===== src/rtl/afifo_wr_arbiter_pkg.sv =====
// Shared types and helpers for the asynchronous FIFO write-side arbiter.
// Holds the FIFO word type, the arbiter state encoding and the round-robin search.
package afifo_pkte;

  localparam int DATA_W    = 8;
  localparam int MAX_NREQ  = 32;
  localparam int IDX_MAXW  = 5;

  typedef logic [DATA_W-1:0] data_ty;

  typedef enum logic {IDLE, OWN} arb_st_e;

  // First set index at or after start (wrapping modulo n), or -1 when none is set.
  function automatic int rr_pick(input logic [MAX_NREQ-1:0] valid, input int start, input int n);
    int idx;
    rr_pick = -1;
    for (int k = MAX_NREQ - 1; k >= 0; k--) begin
      if (k < n) begin
        idx = start + k;
        if (idx >= n) idx = idx - n;
        if (valid[idx[IDX_MAXW-1:0]]) rr_pick = idx;
      end
    end
  endfunction

endpackage


===== src/rtl/afifo_wr_arbiter_if.sv =====
// Requester/FIFO-write bundle seen by the write arbiter.
// slave is the arbiter side, master is the producer/FIFO side.
interface afifo_wr_arbiter_if
  import afifo_pkte::*;
#(
  parameter int NREQ = 4
) ();

  localparam int IDXW = $clog2(NREQ);

  logic   [NREQ-1:0] req_valid;
  data_ty [NREQ-1:0] req_data;
  logic   [NREQ-1:0] req_ready;
  logic              full;
  logic              push;
  data_ty            data_in;
  logic   [IDXW-1:0] grant_id;
  logic              busy;

  modport slave (
    input  req_valid, req_data, full,
    output req_ready, push, data_in, grant_id, busy
  );

  modport master (
    output req_valid, req_data, full,
    input  req_ready, push, data_in, grant_id, busy
  );

endinterface


===== src/rtl/afifo_rr_pick.sv =====
// Combinational round-robin priority picker: first valid index at or after i_start.
module afifo_rr_pick
  import afifo_pkte::*;
#(
  parameter int NREQ = 4,
  localparam int IDXW = $clog2(NREQ)
) (
  input  logic [NREQ-1:0] i_valid,
  input  logic [IDXW-1:0] i_start,
  output logic [IDXW-1:0] o_idx,
  output logic            o_any
);

  int w_r;

  assign w_r   = rr_pick(MAX_NREQ'(i_valid), int'(i_start), NREQ);
  assign o_any = (w_r >= 0);
  assign o_idx = IDXW'(w_r);

endmodule


===== src/rtl/afifo_wr_arbiter.sv =====
// Round-robin, burst-limited arbiter sharing the async FIFO write port among NREQ
// requesters through a single registered stage that honours full.
module afifo_wr_arbiter
  import afifo_pkte::*;
#(
  parameter int NREQ  = 4,
  parameter int BURST = 2
) (
  input  logic clk_wr,
  input  logic wr_rst,
  afifo_wr_arbiter_if.slave bus
);

  localparam int IDXW = $clog2(NREQ);
  localparam int BCW  = $clog2(BURST) + 1;

  typedef logic [IDXW-1:0] idx_t;

  // Explicit wrap so non-power-of-2 NREQ never produces an out-of-range index.
  function automatic idx_t inc_wrap(input idx_t v);
    if (v == idx_t'(NREQ - 1)) return '0;
    return v + idx_t'(1);
  endfunction

  arb_st_e        r_state;
  idx_t           r_owner;
  logic [BCW-1:0] r_bcnt;
  idx_t           r_rr_ptr;
  logic           r_stg_vld;
  data_ty         r_stg_data;
  idx_t           r_stg_id;

  arb_st_e        w_state_nx;
  idx_t           w_owner_nx;
  logic [BCW-1:0] w_bcnt_nx;
  idx_t           w_rr_nx;
  logic           w_stg_vld_nx;
  data_ty         w_stg_data_nx;
  idx_t           w_stg_id_nx;

  logic            w_push;
  logic            w_ld;
  logic            w_owner_vld;
  logic            w_own_cont;
  logic            w_any;
  logic            w_accept;
  idx_t            w_sel;
  idx_t            w_start;
  idx_t            w_pick_idx;
  logic            w_pick_any;
  logic [NREQ-1:0] w_ready;

  // A released owner searches from owner+1 so the next requester is served without a dead cycle.
  assign w_start = (r_state == OWN) ? inc_wrap(r_owner) : r_rr_ptr;

  afifo_rr_pick #(.NREQ(NREQ)) u_pick (
    .i_valid (bus.req_valid),
    .i_start (w_start),
    .o_idx   (w_pick_idx),
    .o_any   (w_pick_any)
  );

  // Stage 0 -> stage register: all state lives here.
  always_ff @(posedge clk_wr) begin
    if (wr_rst) begin
      r_state    <= IDLE;
      r_owner    <= '0;
      r_bcnt     <= '0;
      r_rr_ptr   <= '0;
      r_stg_vld  <= 1'b0;
      r_stg_data <= '0;
      r_stg_id   <= '0;
    end else begin
      r_state    <= w_state_nx;
      r_owner    <= w_owner_nx;
      r_bcnt     <= w_bcnt_nx;
      r_rr_ptr   <= w_rr_nx;
      r_stg_vld  <= w_stg_vld_nx;
      r_stg_data <= w_stg_data_nx;
      r_stg_id   <= w_stg_id_nx;
    end
  end

  always_comb begin
    w_state_nx    = r_state;
    w_owner_nx    = r_owner;
    w_bcnt_nx     = r_bcnt;
    w_rr_nx       = r_rr_ptr;
    w_stg_vld_nx  = r_stg_vld;
    w_stg_data_nx = r_stg_data;
    w_stg_id_nx   = r_stg_id;
    if (w_ld) begin
      w_stg_vld_nx = w_any;
      if ((r_state == OWN) && !w_owner_vld) begin
        w_state_nx = IDLE;
        w_rr_nx    = inc_wrap(r_owner);
      end
      if (w_any) begin
        w_stg_data_nx = bus.req_data[w_sel];
        w_stg_id_nx   = w_sel;
        if (w_own_cont) begin
          w_bcnt_nx = r_bcnt + BCW'(1);
          if (w_bcnt_nx == BCW'(BURST)) begin
            w_state_nx = IDLE;
            w_rr_nx    = inc_wrap(r_owner);
          end
        end else begin
          w_owner_nx = w_sel;
          w_bcnt_nx  = BCW'(1);
          if (BURST > 1) w_state_nx = OWN;
          else           w_rr_nx    = inc_wrap(w_sel);
        end
      end
    end
  end

  always_comb begin
    w_push      = r_stg_vld & ~bus.full & ~wr_rst;
    w_ld        = ~wr_rst & (~r_stg_vld | w_push);
    w_owner_vld = bus.req_valid[r_owner];
    w_own_cont  = (r_state == OWN) & w_owner_vld;
    w_sel       = w_own_cont ? r_owner : w_pick_idx;
    w_any       = w_own_cont | w_pick_any;
    w_accept    = w_ld & w_any;
    w_ready     = w_accept ? (NREQ'(1) << w_sel) : '0;
  end

  assign bus.req_ready = w_ready;
  assign bus.push      = w_push;
  assign bus.data_in   = r_stg_data;
  assign bus.grant_id  = r_stg_id;
  assign bus.busy      = r_stg_vld | (r_state == OWN);

endmodule


===== src/flat_wrapper.sv =====
// flat-port wrapper written by rule: the top's interface ports become plain ports
module afifo_wr_arbiter_flat import afifo_pkte::*;
#(
  parameter int NREQ  = 4,
  parameter int BURST = 2
)
  (clk_wr, wr_rst, bus_req_valid, bus_req_data, bus_full, bus_req_ready, bus_push, bus_data_in, bus_grant_id, bus_busy);
  afifo_wr_arbiter_if #(.NREQ(NREQ)) bus_i ();
  input  logic clk_wr;
  input  logic wr_rst;
  input wire logic [$bits(bus_i.req_valid)-1:0] bus_req_valid;
  input wire logic [$bits(bus_i.req_data)-1:0] bus_req_data;
  input wire logic [$bits(bus_i.full)-1:0] bus_full;
  output wire logic [$bits(bus_i.req_ready)-1:0] bus_req_ready;
  output wire logic [$bits(bus_i.push)-1:0] bus_push;
  output wire logic [$bits(bus_i.data_in)-1:0] bus_data_in;
  output wire logic [$bits(bus_i.grant_id)-1:0] bus_grant_id;
  output wire logic [$bits(bus_i.busy)-1:0] bus_busy;
  assign bus_i.req_valid = bus_req_valid;
  assign bus_i.req_data = bus_req_data;
  assign bus_i.full = bus_full;
  assign bus_req_ready = bus_i.req_ready;
  assign bus_push = bus_i.push;
  assign bus_data_in = bus_i.data_in;
  assign bus_grant_id = bus_i.grant_id;
  assign bus_busy = bus_i.busy;
  afifo_wr_arbiter #(.NREQ(NREQ), .BURST(BURST)) u_core (.clk_wr(clk_wr), .wr_rst(wr_rst), .bus(bus_i));
endmodule

===== config.mk =====
export PLATFORM = sky130hd
export DESIGN_NAME = afifo_wr_arbiter_flat
export DESIGN_NICKNAME = d
export VERILOG_FILES = /design/src/rtl/afifo_wr_arbiter_pkg.sv /design/src/rtl/afifo_wr_arbiter_if.sv /design/src/rtl/afifo_rr_pick.sv /design/src/rtl/afifo_wr_arbiter.sv /design/src/flat_wrapper.sv
export SDC_FILE = /design/constraint.sdc
export NUM_CORES = 1
export LEC_CHECK = 0
export BUFFER_PORTS_ARGS = -buffer_cell sky130_fd_sc_hd__buf_2
export CORE_AREA = 2 2 70 59
export CTS_CLUSTER_SIZE = 10
export DETAILED_ROUTE_END_ITERATION = 6
export DIE_AREA = 0 0 72 61
export PLACE_DENSITY = 0.66
export SLEW_MARGIN = 15
export SYNTH_ARGS = -nofsm -noshare
export SYNTH_HDL_FRONTEND = slang
export SYNTH_SLANG_ARGS = --single-unit

===== constraint.sdc =====
create_clock -name clk_wr -period 9.2 [get_ports clk_wr]
set_input_delay 2.76 -clock clk_wr [delete_from_list [all_inputs] [get_ports clk_wr]]
set_output_delay 2.76 -clock clk_wr [all_outputs]
set_load 0.01 [all_outputs]

Word level (Yosys, flattened, before mapping)
Cells that the tools add are included. W data, S select, Z words.

$lt $le $gt $ge: 11. Reductions and logical operators: 4. Add/subtract/negate cells: 9. Bitwise logic cells: 12. Muxes and demuxes: 43. Shifts and indexed selects: 1. Eq/ne operators: 2.

Operators by type and width (number): $mux W32 (8); $ge A32 B1 Y1 const B (1); $ge A32 B4 Y1 const B (1); $sub A32 B4 Y32 const B (1); $lt A5 B6 Y1 const B (4); $mux W2 (11); $bmux W1 S5 (4); $bmux W8 S2 (1); $mux W1 (16); $mux W8 (1); $sub A3 B3 Y4 const B (2); $add A2 B2 Y3 const B (2); $ge A3 B3 Y1 const B (2); $lt A2 B3 Y1 const B (2); $and A1 B1 Y1 (5); $add A2 B1 Y2 const B (2); $eq A2 B2 Y1 const B (2); $mux W4 (1); $not A1 Y1 (4); $shl A1 B2 Y4 const A (1); $sub A2 B3 Y4 const B (1); $add A2 B1 Y3 const B (1); $ge A2 B3 Y1 const B (1); $or A1 B1 Y1 (3); 5 further kinds (5).

Output and inout port bits: 16. Bits of input ports: 39. Bits in registers: 18.

Longest topological paths before layout
Gate-level depths: netlist of run 1.

Word-level depth: 21. Gate-level depth with buffers: 15.

Cells and area by module
From an unflattened synthesis of run 1, not the netlist that was laid out.

Cell total of the unflattened synthesis: 145. Area, all modules: 1345.0 µm².

By module, submodules not included: afifo_wr_arbiter (area each 1029.7 µm², instances 1, cells an instance 112, sequential area each 360.3 µm²); afifo_rr_pick (area each 315.3 µm², instances 1, cells an instance 33, sequential area each 0.0 µm²).

Worst setup path after synthesis of run 1
OpenSTA, ideal clock, no wires.

Path type: input to output. Start: input bus_req_valid[1]. End: output bus_req_ready[0]. Data arrival time: 4452 ps. Path buffers: 2. Data required time: 6440 ps. Path slack: 1988 ps. Stages: 9. Cells stage by stage: mux2i_1 > or3b_1 > nand2b_1 > a211oi_2 > or3b_1 > clkbuf_1 > or2_1 > buf_2 > nor2_1.

Longest elaborated chain between the ends: 10.

RTL lines: from (decl) (line flat_wrapper.sv:11) `input wire logic [$bits(bus_i.req_valid)-1:0] bus_req_valid;`; $bmux W1 S5 (line afifo_wr_arbiter_pkg.sv:21) `if (valid[idx[IDX_MAXW-1:0]]) rr_pick = idx;`; $mux W1 (not written as such) (line afifo_wr_arbiter_pkg.sv:21); $mux W32 (4 in a row) (line afifo_wr_arbiter_pkg.sv:21); $ge A32 B1 Y1 (line afifo_rr_pick.sv:17) `assign o_any = (w_r >= 0);`; $or A1 B1 Y1 (line afifo_wr_arbiter.sv:123) `w_any = w_own_cont | w_pick_any;`; $and A1 B1 Y1 (line afifo_wr_arbiter.sv:124) `w_accept = w_ld & w_any;`; $mux W4 * (line afifo_wr_arbiter.sv:125) `w_ready = w_accept ? (NREQ'(1) << w_sel) : '0;`; to (decl) (line flat_wrapper.sv:14) `output wire logic [$bits(bus_i.req_ready)-1:0] bus_req_ready;`.

Mark *: on every way between the ends. The rest lies on a longest branch, timed or not. The select of a mux whose other input is x is not followed.

Worst setup path in the final report of run 1
Start: input bus_req_valid[2]. End: output bus_req_ready[2].

Same word-level chain as after synthesis.

==> results of run 1 <==
worst max path at each step:
stage                     start                to  depth (start not counted)
3_5_place_dp   bus_req_valid[3]  bus_req_ready[2]                          9
4_1_cts        bus_req_valid[3]  bus_req_ready[2]                          9
2_1_floorplan  bus_req_valid[1]  bus_req_ready[0]                          9
5_1_grt        bus_req_valid[2]  bus_req_ready[2]                          9
6_report       bus_req_valid[2]  bus_req_ready[2]                          9
3_3_place_gp   bus_req_valid[3]  bus_req_ready[2]                          9
Yosys cell counts (4+ instances only):
master	count	area (sq um)
buf_2	4	20.0
a21oi_1	10	50.1
nor4_1	4	25.0
nor2b_1	4	25.0
inv_1	7	26.3
mux2_1	4	45.0
nor2_1	13	48.8
o21ai_0	12	60.1
o221ai_1	6	52.6
mux2i_1	15	150
ha_1	5	62.6
mux2_2	5	56.3
nand3_1	10	50.1
dfxtp_1	18	360
through the flow:
step	setup WS (ns)	instance area [sq um]	util, %	hold slack (ns)
floorplan	1.99	1430	-	0.457
global placement	1.45	1700	46.3	0.469
detailed placement	1.38	1700	46.3	0.465
CTS	1.36	1760	47.8	0.477
global route	1.14	1760	47.8	0.526
finish	1.38	1760	47.8	0.470
cells by family (layout without fill, tap and decap cells):
| family | after synthesis | in the layout |
|---|---|---|
| flip-flops | 18 | 18 |
| AND/OR/NAND/NOR | 56 | 56 |
| adder cells (fa/ha/maj) | 5 | 5 |
| buffers and inverters | 19 | 68 |
| multiplexers | 26 | 26 |
| AO/OA/AOI/OAI | 42 | 42 |
report_power, final:
| group | total [mW] | leakage (nW) | internal, mW | switching (mW) |
|---|---|---|---|---|
| Clock | 0.0635 | 0.0288 | 0.0380 | 0.0255 |
| Sequential | 0.115 | 0.149 | 0.0990 | 0.0159 |
| Combinational | 0.193 | 0.661 | 0.0898 | 0.103 |
per-layer routing:
metal / global-route usage, % / wire length, um
met1: 23.7 / 1750
met3: 4.32 / 198
met5: 0 / 0
met4: 3.23 / 14
met2: 24.2 / 1550
layout make-up:
cell class,instances,area (sq um)
tap,44,55.1
sequential,18,360
timing repair buffer,55,278
fill,374,1920
multi-input combinational,129,977
inverter,9,33.8
clock buffer,4,55.1
cells in the final DEF, fill, tap and decap left out, types with 3 or more instances in the layout:
master	netlist	routed
mux2i_1	15	15
o21ai_0	12	12
inv_1	7	7
nand2_1	3	3
nor4_1	4	4
and2_1	3	3
o221ai_1	6	6
dfxtp_1	18	18
nor2_1	13	13
nor2b_1	4	4
mux2_2	5	5
nand3_1	10	10
clkbuf_8	0	4
buf_2	4	54
and3_1	3	3
mux2_1	4	4
ha_1	5	5
o221a_1	3	3
a21oi_1	10	10
sequential cells by signal, summed over array words and instances (netlist names):
| signal | flops |
|---|---|
| u_core.bus.data_in | 8 |
| u_core.bus.grant_id | 2 |
| u_core.r_bcnt | 2 |
| u_core.r_owner | 2 |
| u_core.r_rr_ptr | 2 |
| u_core.r_state | 1 |
| u_core.r_stg_vld | 1 |
critical path: stages:
cell      delay [ns]
buf_2           0.14
mux2_2          0.27
and3_1          0.20
nand2b_1        0.22
a211oi_2        0.38
or3b_1          0.45
nand2b_1        0.42
nor2_1          0.07
buf_2           0.15
==> impl_metrics.tcl, run 1 <==
set metrics [dict create \
    min_path_cells 2 \
    min_period_ns 7.82 \
    synth-simple-area-share_pct 22.0 \
    synth_top_family_by_area "simple AND/OR/NAND/NOR gates" \
    synthAdderAreaFrac_pct 4.36 \
    max-vdd-ir-drop_mv 0.114 \
    hold_path.class "reg2reg" \
    fin_nets 260 \
    start_util_pct 39.0 \
    dpl.hpwl_mm 2.75 \
    fp.dieH_um 61 \
    setup_viol 0 \
    die_w_um 72 \
    r2r_end "u_core.bus.data_in[7]$_SDFFE_PP0P_" \
    fin_tns_setup_ns 0 \
    drive_gt1_share_pct 34.4 \
    finClkSkew_ns 0.00322 \
    grt_pass1_wl_mm 5.58 \
    ios 55 \
    cts_resized 0 \
    powerDensity_nw_per_um2 211 \
    drtIter0Drc 52 \
    cap_violations 0 \
    std_cell_rows 20 \
    routabilityCongestion 0.870 \
    synth_flop_cell "dfxtp_1" \
    vias 1384 \
    p_leak_nw 0.840 \
    final_cells 259 \
    cts_tree "built" \
    placed_cells 255 \
    synthDistinctLibCells 45 \
    hp-start "u_core.bus.grant_id[1]$_SDFFE_PP0P_" \
    synth_cells 166 \
    cts_root_buf "clkbuf_8" \
    rr_worst_depth 11 \
    syn_nets 210 \
    overflow 0 \
    slew_viol_final 0 \
    clockBufferDepth 2 \
    rsz0062_at_grt "false" \
    cts_buffers 3 \
    reg2reg_slack_ns 5.22 \
    slew_headroom_pct 67.5 \
    clk_latency_ns 0.25 \
    netlist_area_sq_um 1430 \
    hold_violations 0 \
    ys_seq_area_share_pct 25.1 \
    grt_max_degree 19 \
    grt_usage_pct 16.2 \
    synth-compound-area-share_pct 20.3 \
    path_class "in2out" \
    clock_sinks 18 \
    antenna_found_initial 0 \
    synth_xor_area_share_pct 0 \
    areaGrowthSynthToFinish_pct 22.7 \
    htreeDepth 1 \
    syn_area_per_cell_sq_um 8.64 \
    routedWlPerCell_um 13.5 \
    route.detailed.drc 0 \
    diodes 0 \
    via_per_inst 5.34 \
    min_to "u_core.bus.grant_id[1]$_SDFFE_PP0P_" \
    yosys_register_bits 18 \
    io_buffers 54 \
    synthMuxAreaShare_pct 20.7 \
    postCtsSetupBuffers 0 \
    critPathRequiredTime_ns 6.44 \
    finalPower_uw 371 \
    grt_pass1_vias 1178 \
    worst_slew_pin_slew_ns 0.486 \
    crit_path_max_fanout 16 \
    drt_pre_antenna_iters 4 \
    outcome "completed" \
    core_area_sq_um 3680 \
    die-area_sq_um 4390 \
    synth-edff-count 0 \
    drtAntennaViolNets 0 \
    min_period_over_period_pct 85.0 \
    start_kind "primary input" \
    worstSetupEndpointType "output pin" \
    synth_warnings 0 \
    synthArstFlopShare_pct 0 \
    r2r_start "u_core.r_owner[0]$_SDFFE_PP0P_" \
    wirelength_mm 3.51 \
    clkTransAtPathRegs_ns 0.06 \
    fmaxAchievable_ghz 0.128 \
    ctsHoldBuffers 0 \
    cp.arrival_ns 5.06 \
]
Power figures use the tool's default switching activity.
==> inputs of run 2 (changes only) <==
--- a/config.mk
+++ b/config.mk
@@ -5,12 +5,11 @@
 export SDC_FILE = /design/constraint.sdc
 export NUM_CORES = 1
 export LEC_CHECK = 0
-export BUFFER_PORTS_ARGS = -buffer_cell sky130_fd_sc_hd__buf_2
 export CORE_AREA = 2 2 70 59
 export CTS_CLUSTER_SIZE = 10
 export DETAILED_ROUTE_END_ITERATION = 6
 export DIE_AREA = 0 0 72 61
-export PLACE_DENSITY = 0.66
+export DONT_BUFFER_PORTS = 1
 export SLEW_MARGIN = 15
 export SYNTH_ARGS = -nofsm -noshare
 export SYNTH_HDL_FRONTEND = slang
==> run 2 against run 1 <==
Effect of this change: non-clock buffer count fell by 54; sequential power grew 9%; largest power group unchanged; clock skew about the same; sequential cell count unchanged; sequential share of layout area rose by 3.9 points; via count fell by 12%; setup slack better by 0.23 ns; highest routed layer is now met3; routed wire length down 6.9%; hold slack better by 0.025 ns.
==> impl_metrics.tcl, run 2 (synthesis gave the netlist of run 1 again) <==
set metrics [dict create \
    path_class "in2out" \
    routed-wl-met3_um 235 \
    cts_root_buf "clkbuf_8" \
    critPathRequiredTime_ns 6.44 \
    hold_path.class "reg2reg" \
    max_stage_delay_ns 0.46 \
    cts_tree "built" \
    grt_usage_pct 15.4 \
    core_area_sq_um 3680 \
    drtAntennaViolNets 0 \
    clkTransAtPathRegs_ns 0.07 \
    placed_cells 201 \
    cp.arrival_ns 4.83 \
    dr_wl_met2_mm 1.56 \
    drive_gt1_share_pct 11.9 \
    clockBufferDepth 2 \
    cts_resized 0 \
    slew_headroom_pct 62.8 \
    outcome "completed" \
    grt_max_degree 17 \
    crit_top_cell "nand2b_1" \
    clock_sinks 18 \
    wl_met1_mm 1.47 \
    std_cell_rows 20 \
    clk_latency_ns 0.25 \
    fin_tns_setup_ns 0 \
    crit_path_max_fanout 16 \
    die_w_um 72 \
    path_cells "mux2_2, and3_1, nand2b_1, a211oi_2, or3b_1, nand2b_1, nor2_1" \
    final_cells 204 \
    p_leak_nw 0.606 \
    routabilityCongestion 0.877 \
    start_util_pct 39.0 \
    via_per_inst 5.98 \
    die-area_sq_um 4390 \
    cap_violations 0 \
    finClkSkew_ns 0.00325 \
    fmaxAchievable_ghz 0.132 \
    wirelength_mm 3.27 \
    ctsHoldBuffers 0 \
    layout_commonest_cell "dfxtp_1" \
    routedWlPerCell_um 16.0 \
    setup_ws_ns 1.61 \
    overflow 0 \
    htreeDepth 1 \
    cts_buffers 3 \
    diodes 0 \
    vias 1220 \
    setup_viol 0 \
    fin_nets 206 \
    largest_reg_flops 8 \
    hold_violations 0 \
    min_period_over_period_pct 82.5 \
    rsz0062_at_grt "false" \
    min_period_ns 7.59 \
    slowest_stage "or3b_1" \
    grt_pass1_vias 1153 \
    powerDensity_nw_per_um2 226 \
    place_ws_ns 1.59 \
    route.detailed.drc 0 \
    fp.dieH_um 61 \
    post-route-util_pct 40.1 \
    mostFrequentLayoutCells "dfxtp_1, mux2i_1, nor2_1" \
    ios 55 \
    start_kind "primary input" \
    worstSetupEndpointType "output pin" \
    postCtsSetupBuffers 0 \
    antenna_found_initial 0 \
    drtIter0Drc 54 \
    dpl.hpwl_mm 2.55 \
    routed.top_layer "met3" \
    drt_pre_antenna_iters 4 \
    max-vdd-ir-drop_mv 0.0810 \
    slew_viol_final 0 \
    worst_slew_pin_slew_ns 0.558 \
    areaGrowthSynthToFinish_pct 2.88 \
    io_buffers 0 \
    grt_pass1_wl_mm 5.33 \
]
## run 2: worst max-delay path, delay by kind of cell
family	cells	cell delay [ns]
AO/OA/AOI/OAI	1	0.37
multiplexers	1	0.25
AND/OR/NAND/NOR	5	1.45
## run 2: metrics by stage
| stage | total power [mW] | area (sq um) | hold WS (ns) |
|---|---|---|---|
| 5_1_grt | 0.361 | 1480 | 0.531 |
| 4_1_cts | 0.338 | 1480 | 0.500 |
| 3_3_place_gp | 0.283 | 1430 | 0.468 |
| 6_report | 0.334 | 1480 | 0.495 |
| 2_1_floorplan | 0.264 | 1430 | 0.457 |
| 3_5_place_dp | 0.284 | 1430 | 0.483 |
## run 2: routing by layer
metal	vias to the layer above	GRT usage, %
met5	-	0
met4	0	0.809
met3	0	4.15
met2	50	24.9
met1	555	21.7
li1	615	-
## run 2: layout make-up
type	count	area [sq um]
fill	358	2200
multi-input combinational	129	977
sequential	18	360
tap	44	55.1
clock buffer	3	41.3
inverter	9	33.8
timing repair buffer	1	7.51
## run 2: worst paths after layout
kind                            slack [ns]                      startpoint  cells after the start                                  to
worst max-delay path                  1.61                bus_req_valid[3]                      7                    bus_req_ready[2]
worst min-delay path                  0.50   u_core.r_bcnt[1]$_SDFFE_PP0P_                      2       u_core.r_bcnt[1]$_SDFFE_PP0P_
worst max register to register        5.24  u_core.r_owner[0]$_SDFFE_PP0P_                     11  u_core.bus.data_in[6]$_SDFFE_PP0P_
worst min register to register        0.50   u_core.r_bcnt[1]$_SDFFE_PP0P_                      2       u_core.r_bcnt[1]$_SDFFE_PP0P_
## run 2: power by group
group / internal (mW) / switching [mW]
Sequential: 0.0992 / 0.0259
Combinational: 0.0719 / 0.0840
Clock: 0.0290 / 0.0237
Total: 0.200 / 0.134
